==> src/rtl/mem_arb_pkg.sv <==
// Shared types for the memory-port arbiter: FSM states, requester ids and the round-robin pick.
package mem_arb_pkg;

  typedef enum logic [1:0] {
    IDLE  = 2'd0,
    BUSY  = 2'd1,
    DONE  = 2'd2,
    FAULT = 2'd3
  } arb_state_t;

  typedef enum logic {
    REQ_FETCH = 1'b0,
    REQ_MEM   = 1'b1
  } requester_t;

  // On contention the requester that did not win last time is chosen.
  function automatic requester_t rr_pick(input logic fetch_req, input logic mem_req,
                                         input requester_t last_grant);
    if (fetch_req && mem_req)
      return (last_grant == REQ_FETCH) ? REQ_MEM : REQ_FETCH;
    else if (mem_req)
      return REQ_MEM;
    else
      return REQ_FETCH;
  endfunction

endpackage

==> src/rtl/arb_watchdog.sv <==
// Counts cycles while enabled and pulses o_expired on the cycle that completes TIMEOUT_CYCLES.
// TIMEOUT_CYCLES = 0 disables the watchdog; the counter saturates rather than wrapping.
module arb_watchdog #(
  parameter int TIMEOUT_CYCLES = 255
) (
  input  logic i_clk,
  input  logic i_reset,
  input  logic i_clear,
  input  logic i_enable,
  output logic o_expired
);

  localparam int            CW    = (TIMEOUT_CYCLES > 0) ? $clog2(TIMEOUT_CYCLES + 1) : 1;
  localparam logic [CW-1:0] LIMIT = CW'(TIMEOUT_CYCLES);

  logic [CW-1:0] r_count;
  logic [CW-1:0] w_count_inc;
  logic          w_sat;

  assign w_count_inc = r_count + CW'(1);
  assign w_sat       = (r_count == LIMIT);

  always_ff @(posedge i_clk) begin
    if (!i_reset || i_clear)
      r_count <= '0;
    else if (i_enable && !w_sat)
      r_count <= w_count_inc;
  end

  assign o_expired = (TIMEOUT_CYCLES > 0) && i_enable && !w_sat && (w_count_inc == LIMIT);

endmodule

==> src/rtl/mem_port_arbiter.sv <==
// Round-robin arbiter sharing one external memory port between the fetch and memory stages.
//   IDLE | waiting for a request; grant chosen and bus registers loaded on exit
//   BUSY | bus_req high, waiting for bus_ack or watchdog expiry
//   DONE | granted done high with read data; left when the granted request drops
//   FAULT| granted done and fault high, read data zero; left like DONE
module mem_port_arbiter
  import mem_arb_pkg::*;
#(
  parameter int ADDR_WIDTH     = 32,
  parameter int DATA_WIDTH     = 32,
  parameter int TIMEOUT_CYCLES = 255
) (
  input  logic                    i_clk,
  input  logic                    i_reset,
  input  logic                    i_fetch_req,
  input  logic [ADDR_WIDTH-1:0]   i_fetch_addr,
  output logic                    o_fetch_done,
  output logic [DATA_WIDTH-1:0]   o_fetch_rdata,
  input  logic                    i_mem_req,
  input  logic                    i_mem_we,
  input  logic [ADDR_WIDTH-1:0]   i_mem_addr,
  input  logic [DATA_WIDTH-1:0]   i_mem_wdata,
  input  logic [DATA_WIDTH/8-1:0] i_mem_mask,
  output logic                    o_mem_done,
  output logic [DATA_WIDTH-1:0]   o_mem_rdata,
  output logic                    o_fault,
  output logic                    o_bus_req,
  output logic                    o_bus_we,
  output logic [ADDR_WIDTH-1:0]   o_bus_addr,
  output logic [DATA_WIDTH-1:0]   o_bus_wdata,
  output logic [DATA_WIDTH/8-1:0] o_bus_mask,
  input  logic                    i_bus_ack,
  input  logic [DATA_WIDTH-1:0]   i_bus_rdata
);

  arb_state_t r_state;
  arb_state_t w_state_nxt;
  requester_t r_grant;
  requester_t r_last_grant;
  requester_t w_pick;

  logic                    r_bus_we;
  logic [ADDR_WIDTH-1:0]   r_bus_addr;
  logic [DATA_WIDTH-1:0]   r_bus_wdata;
  logic [DATA_WIDTH/8-1:0] r_bus_mask;
  logic [DATA_WIDTH-1:0]   r_rdata;

  logic w_load;
  logic w_capture;
  logic w_granted_req;
  logic w_expired;
  logic w_done_any;

  arb_watchdog #(
    .TIMEOUT_CYCLES(TIMEOUT_CYCLES)
  ) u_watchdog (
    .i_clk    (i_clk),
    .i_reset  (i_reset),
    .i_clear  (r_state == IDLE),
    .i_enable (r_state == BUSY),
    .o_expired(w_expired)
  );

  assign w_pick        = rr_pick(i_fetch_req, i_mem_req, r_last_grant);
  assign w_granted_req = (r_grant == REQ_MEM) ? i_mem_req : i_fetch_req;

  always_comb begin
    w_state_nxt = r_state;
    w_load      = 1'b0;
    w_capture   = 1'b0;
    case (r_state)
      IDLE: begin
        if (i_fetch_req || i_mem_req) begin
          w_state_nxt = BUSY;
          w_load      = 1'b1;
        end
      end
      BUSY: begin
        // A late ack on the expiry cycle still counts as a completed transaction.
        if (i_bus_ack) begin
          w_state_nxt = DONE;
          w_capture   = 1'b1;
        end else if (w_expired) begin
          w_state_nxt = FAULT;
        end
      end
      DONE, FAULT: begin
        if (!w_granted_req)
          w_state_nxt = IDLE;
      end
      default: w_state_nxt = IDLE;
    endcase
  end

  always_ff @(posedge i_clk) begin
    if (!i_reset) begin
      r_state      <= IDLE;
      r_grant      <= REQ_FETCH;
      r_last_grant <= REQ_FETCH;
      r_bus_we     <= 1'b0;
      r_bus_addr   <= '0;
      r_bus_wdata  <= '0;
      r_bus_mask   <= '0;
      r_rdata      <= '0;
    end else begin
      r_state <= w_state_nxt;
      if (w_load) begin
        r_grant      <= w_pick;
        r_last_grant <= w_pick;
        if (w_pick == REQ_MEM) begin
          r_bus_we    <= i_mem_we;
          r_bus_addr  <= i_mem_addr;
          r_bus_wdata <= i_mem_wdata;
          r_bus_mask  <= i_mem_mask;
        end else begin
          r_bus_we    <= 1'b0;
          r_bus_addr  <= i_fetch_addr;
          r_bus_wdata <= '0;
          r_bus_mask  <= '0;
        end
      end
      if (w_capture)
        r_rdata <= i_bus_rdata;
    end
  end

  assign w_done_any    = (r_state == DONE) || (r_state == FAULT);
  assign o_fetch_done  = w_done_any && (r_grant == REQ_FETCH);
  assign o_mem_done    = w_done_any && (r_grant == REQ_MEM);
  assign o_fault       = (r_state == FAULT);
  assign o_fetch_rdata = (r_state == DONE && r_grant == REQ_FETCH) ? r_rdata : '0;
  assign o_mem_rdata   = (r_state == DONE && r_grant == REQ_MEM) ? r_rdata : '0;
  assign o_bus_req     = (r_state == BUSY);
  assign o_bus_we      = r_bus_we;
  assign o_bus_addr    = r_bus_addr;
  assign o_bus_wdata   = r_bus_wdata;
  assign o_bus_mask    = r_bus_mask;

endmodule

==> config.mk <==
export PLATFORM = sky130hd
export DESIGN_NAME = mem_port_arbiter
export DESIGN_NICKNAME = d
export VERILOG_FILES = /design/src/rtl/mem_arb_pkg.sv /design/src/rtl/arb_watchdog.sv /design/src/rtl/mem_port_arbiter.sv
export SDC_FILE = /design/constraint.sdc
export NUM_CORES = 1
export LEC_CHECK = 0
export CAP_MARGIN = 20
export CORE_MARGIN = 5
export CORE_UTILIZATION = 39
export DETAILED_ROUTE_END_ITERATION = 8
export PLACE_DENSITY = 0.81
export SLEW_MARGIN = 5
export SYNTH_ARGS = -nofsm -noshare
export SYNTH_HDL_FRONTEND = slang
export SYNTH_SLANG_ARGS = --single-unit
==> constraint.sdc <==
create_clock -name i_clk -period 2.4 [get_ports i_clk]
set_input_delay 0.72 -clock i_clk [delete_from_list [all_inputs] [get_ports i_clk]]
set_output_delay 0.72 -clock i_clk [all_outputs]
set_load 0.01 [all_outputs]
==> qor.tcl <==
set qor(postRouteAntennaNets) 0
set qor(post_place_cells) 979
set qor(pre_cts_ws_ps) 40.8
set qor(drt_pass1_iterations) 6
set qor(placement.cell_area_mm2) 0.00803
set qor(detailed_place_hpwl_um) 12800
set qor(grtUsageTotal_pct) 20.1
set qor(die-area_mm2) 0.0153
set qor(detailroute.via_count) 4969
set qor(maxUsedRoutingLayer) {met4}
set qor(num_rows) 41
set qor(grt_remaining_overflow) 0
set qor(clock_tree.buffer_depth) 2
set qor(power_density_of_the_placed_cells_mw_per_mm2) 554
set qor(clock_sink_count) 112
set qor(sw_frac_of_total_pct) 26.7
set qor(post-route-period-util_pct) 96.6
set qor(power.switching_mw) 1.22
set qor(drv_slew) 0
set qor(worst_r2r_startpoint) {u_watchdog.r_count[0]}
set qor(globalplace.congestion) 0.809
set qor(multiInputGateArea_mm2) 0.00263
set qor(cts_max_level) 3
set qor(fillCellCount) 1054
set qor(antenna_found_initial) 0
set qor(clkSlewWorstSetupHoldPaths_ps) 70
set qor(combinationalPowerShare_pct) 23.0
set qor(seq_area_frac_synth_pct) 44.5
set qor(r2r_cells) 5
set qor(critical_path_peak_fanout) 16
set qor(grt_max_degree) 65
set qor(final-seq-area_mm2) 0.00225
set qor(sequentialPowerShare_pct) 45.8
set qor(rsz0062_at_grt) {no}
set qor(worstSetupEndpoint) {o_mem_rdata[21]}
set qor(syn_area_mm2) 0.00504
set qor(worst_setup_path_end_kind) {primary output}
set qor(cp-startpoint) {r_state[0]}
set qor(post_synth_num_cell_types) 39
set qor(n_antenna_cell) 0
set qor(numCtsBuffers) 9
set qor(wl_met2_um) 8090
set qor(first_global_vias) 4953
set qor(post_synth_inst_count) 563
set qor(synth_nets) 703
set qor(drt-wirelength-per-cell_um) 16.6
set qor(fin_area_mm2) 0.00823
set qor(hold_ws_ps) 471
set qor(worstReg2RegEnd) {r_state[1]}
set qor(route.met3.wl_um) 1940
set qor(drt_wl_total_um) 16500
set qor(worst_slack_ps) 82.2
set qor(power.internal_mw) 3.34
set qor(final_layout_size_suffix_gt1_share_pct) 7.53
set qor(crit_path_max_incr_delay_ps) 360
set qor(clkLatencyLatePin_ps) 340
set qor(worst_ep_required_time_ps) 1680
set qor(met1Wirelength_um) 6150
set qor(timing_worst_slew_pin_value_ps) 661
set qor(synth_ff_type) {sky130_fd_sc_hd__dfxtp_1}
set qor(initial_utilization_pct) 39.9
set qor(top_level_ports) 275
set qor(tritoncts) {done}
set qor(timing.slew.headroom_pct) 55.6
set qor(ys_ff_latch) 112
set qor(rrSetupSlack_ps) 430
set qor(timing.fmax_mhz) 431
set qor(drc) 0
set qor(ctsRootBufferMaster) {sky130_fd_sc_hd__clkbuf_16}
set qor(fin_setup_tns_ps) 0
set qor(drt_first_iter_violations) 271
set qor(cp_cell_sequence) {and3b_2 -> buf_12 -> and2_1 -> clkdlybuf4s15_1}
set qor(detail_route.vias_per_cell) 4.99
set qor(grt_pass1_wl_um) 24200
set qor(die_w_um) 124
set qor(core-area_mm2) 0.0126
set qor(largest_clock_skew_in_the_final_design_ps) 5.80
set qor(synth_enable_flop_cells) 0
set qor(min_period_ps) 2320
set qor(timing.max_cap.violations) 0
set qor(finish.net_count) 959
set qor(asyncSetResetFlopFracSynth_pct) 0
set qor(max-vdd-ir-drop_mv) 0.303
set qor(slowest_stage) {sky130_fd_sc_hd__dfxtp_4}
set qor(synthesis.area_per_instance_um2) 8.95
set qor(critPathArrivalTime_ps) 1600
set qor(worst_setup_path_class) {reg2out}
set qor(area.growth.synth_to_final_pct) 63.3
set qor(hold_crit_class) {reg2reg}
set qor(status) {finished clean}
set qor(clock_power_share_pct) 31.2
set qor(die_height_um) 124
set qor(yosys_warnings) 0
set qor(timing.critical_path.from_type) {register}
set qor(final-instance-count-excl-fill) 995
set qor(port_buffers) 274
set qor(leakage_nw) 3.59
set qor(finalSetupViolCount) 0
set qor(hold_viol_final) 0
[what timing repair did]
action / 4_1_cts / 5_1_grt
pin swaps: 0 / 1
hold buffers: 0 / 0
setup buffers: 0 / 0
gates cloned: 1 / 0
resized for setup: 89 / 18
setup endpoints to repair: 65 / 16
[worst max-delay path: cells and delay by family (launching register included)]
| family | cells | cell delay (ps) |
|---|---|---|
| buffers and inverters | 2 | 410 |
| AND/OR/NAND/NOR | 2 | 480 |
| flip-flops | 1 | 360 |
[flip-flops by register name (all words and copies together), names as in the netlist]
signal              cells
o_bus_addr             32
o_bus_mask              4
o_bus_wdata            32
o_bus_we                1
r_last_grant            1
r_rdata                32
r_state                 2
u_watchdog.r_count      8
[cell usage in the layout (no fill, tap or decap), types with 32 or more instances in the layout]
cell type                         Yosys  routed
sky130_fd_sc_hd__clkdlybuf4s50_1      0     208
sky130_fd_sc_hd__dfxtp_1            112     109
sky130_fd_sc_hd__nand2_1            105     105
sky130_fd_sc_hd__and2_1              67      67
sky130_fd_sc_hd__dlygate4sd2_1        0      47
sky130_fd_sc_hd__nor2b_1             39      39
sky130_fd_sc_hd__a22oi_1             37      37
sky130_fd_sc_hd__mux2i_1             33      33
sky130_fd_sc_hd__a21boi_0            33      32
sky130_fd_sc_hd__o211a_1             32      32
[metrics by stage]
| step | power (mW) | utilization [%] |
|---|---|---|
| after floorplan | 2.57 | - |
| after global placement | 3.15 | 63.7 |
| after detailed placement | 3.19 | 63.7 |
| after CTS | 4.62 | 65.8 |
| after global routing | 4.79 | 65.2 |
| final | 4.56 | 65.2 |
[power groups by stage]
stage               clock [mW]  combinational (mW)  sequential, mW
global placement             0                1.03            2.12
detailed placement           0                1.06            2.13
floorplan                    0               0.406            2.16
finish                    1.42                1.05            2.09
global route              1.54                1.13            2.11
CTS                       1.47                1.06            2.09
[worst min path at each step]
stage	depth (start not counted)	slack (ps)	end	start
floorplan	2	450	r_rdata[22]	r_rdata[22]
global placement	2	460	r_rdata[0]	r_rdata[0]
detailed placement	2	460	r_rdata[0]	r_rdata[0]
CTS	2	470	r_rdata[0]	r_rdata[0]
global route	2	500	r_rdata[28]	r_rdata[28]
finish	2	470	r_rdata[0]	r_rdata[0]
[kinds of logic after synthesis]
kind of cell,synth area share (%)
AND/OR/NAND/NOR,24.0
AO/OA/AOI/OAI,19.4
flip-flops,44.5
buffers and inverters,4.00
multiplexers,6.55
XOR/XNOR,1.04
adder cells (fa/ha/maj),0.496
[synth_stat cells, types with 2 or more instances]
cell / number / share of area [%]
sky130_fd_sc_hd__nand2_1: 105 / 7.8
sky130_fd_sc_hd__a311oi_1: 2 / 0.35
sky130_fd_sc_hd__nor2_1: 11 / 0.82
sky130_fd_sc_hd__o211a_1: 32 / 6.4
sky130_fd_sc_hd__a22oi_1: 37 / 5.5
sky130_fd_sc_hd__nor2b_1: 39 / 4.8
sky130_fd_sc_hd__buf_2: 7 / 0.70
sky130_fd_sc_hd__nor3b_1: 2 / 0.30
sky130_fd_sc_hd__nand4_1: 3 / 0.37
sky130_fd_sc_hd__xor2_1: 5 / 0.87
sky130_fd_sc_hd__o21ai_0: 5 / 0.50
sky130_fd_sc_hd__inv_1: 4 / 0.30
sky130_fd_sc_hd__a21boi_0: 33 / 4.9
sky130_fd_sc_hd__buf_1: 2 / 0.15
sky130_fd_sc_hd__dfxtp_1: 112 / 44
sky130_fd_sc_hd__clkbuf_1: 37 / 2.8
sky130_fd_sc_hd__a211oi_1: 2 / 0.30
sky130_fd_sc_hd__a21oi_1: 4 / 0.40
sky130_fd_sc_hd__ha_1: 2 / 0.50
sky130_fd_sc_hd__nand2b_1: 2 / 0.25
sky130_fd_sc_hd__and2_1: 67 / 8.3
sky130_fd_sc_hd__mux2i_1: 33 / 6.6
[metal layers]
metal	vias to the layer above	GRT usage, %
met3	23	8.13
li1	2432	-
met5	-	0
met4	0	6.85
met1	2267	20.8
met2	247	36.6
[layout make-up]
type / count / area share [%]
repair buffers: 292 / 34.5
multi-input cells: 400 / 31.9
flip-flops and latches: 112 / 27.3
clock buffers: 10 / 2.90
well taps: 172 / 2.61
clock inverters: 5 / 0.502
inverters: 4 / 0.182
(Power assumes the default switching activity.)
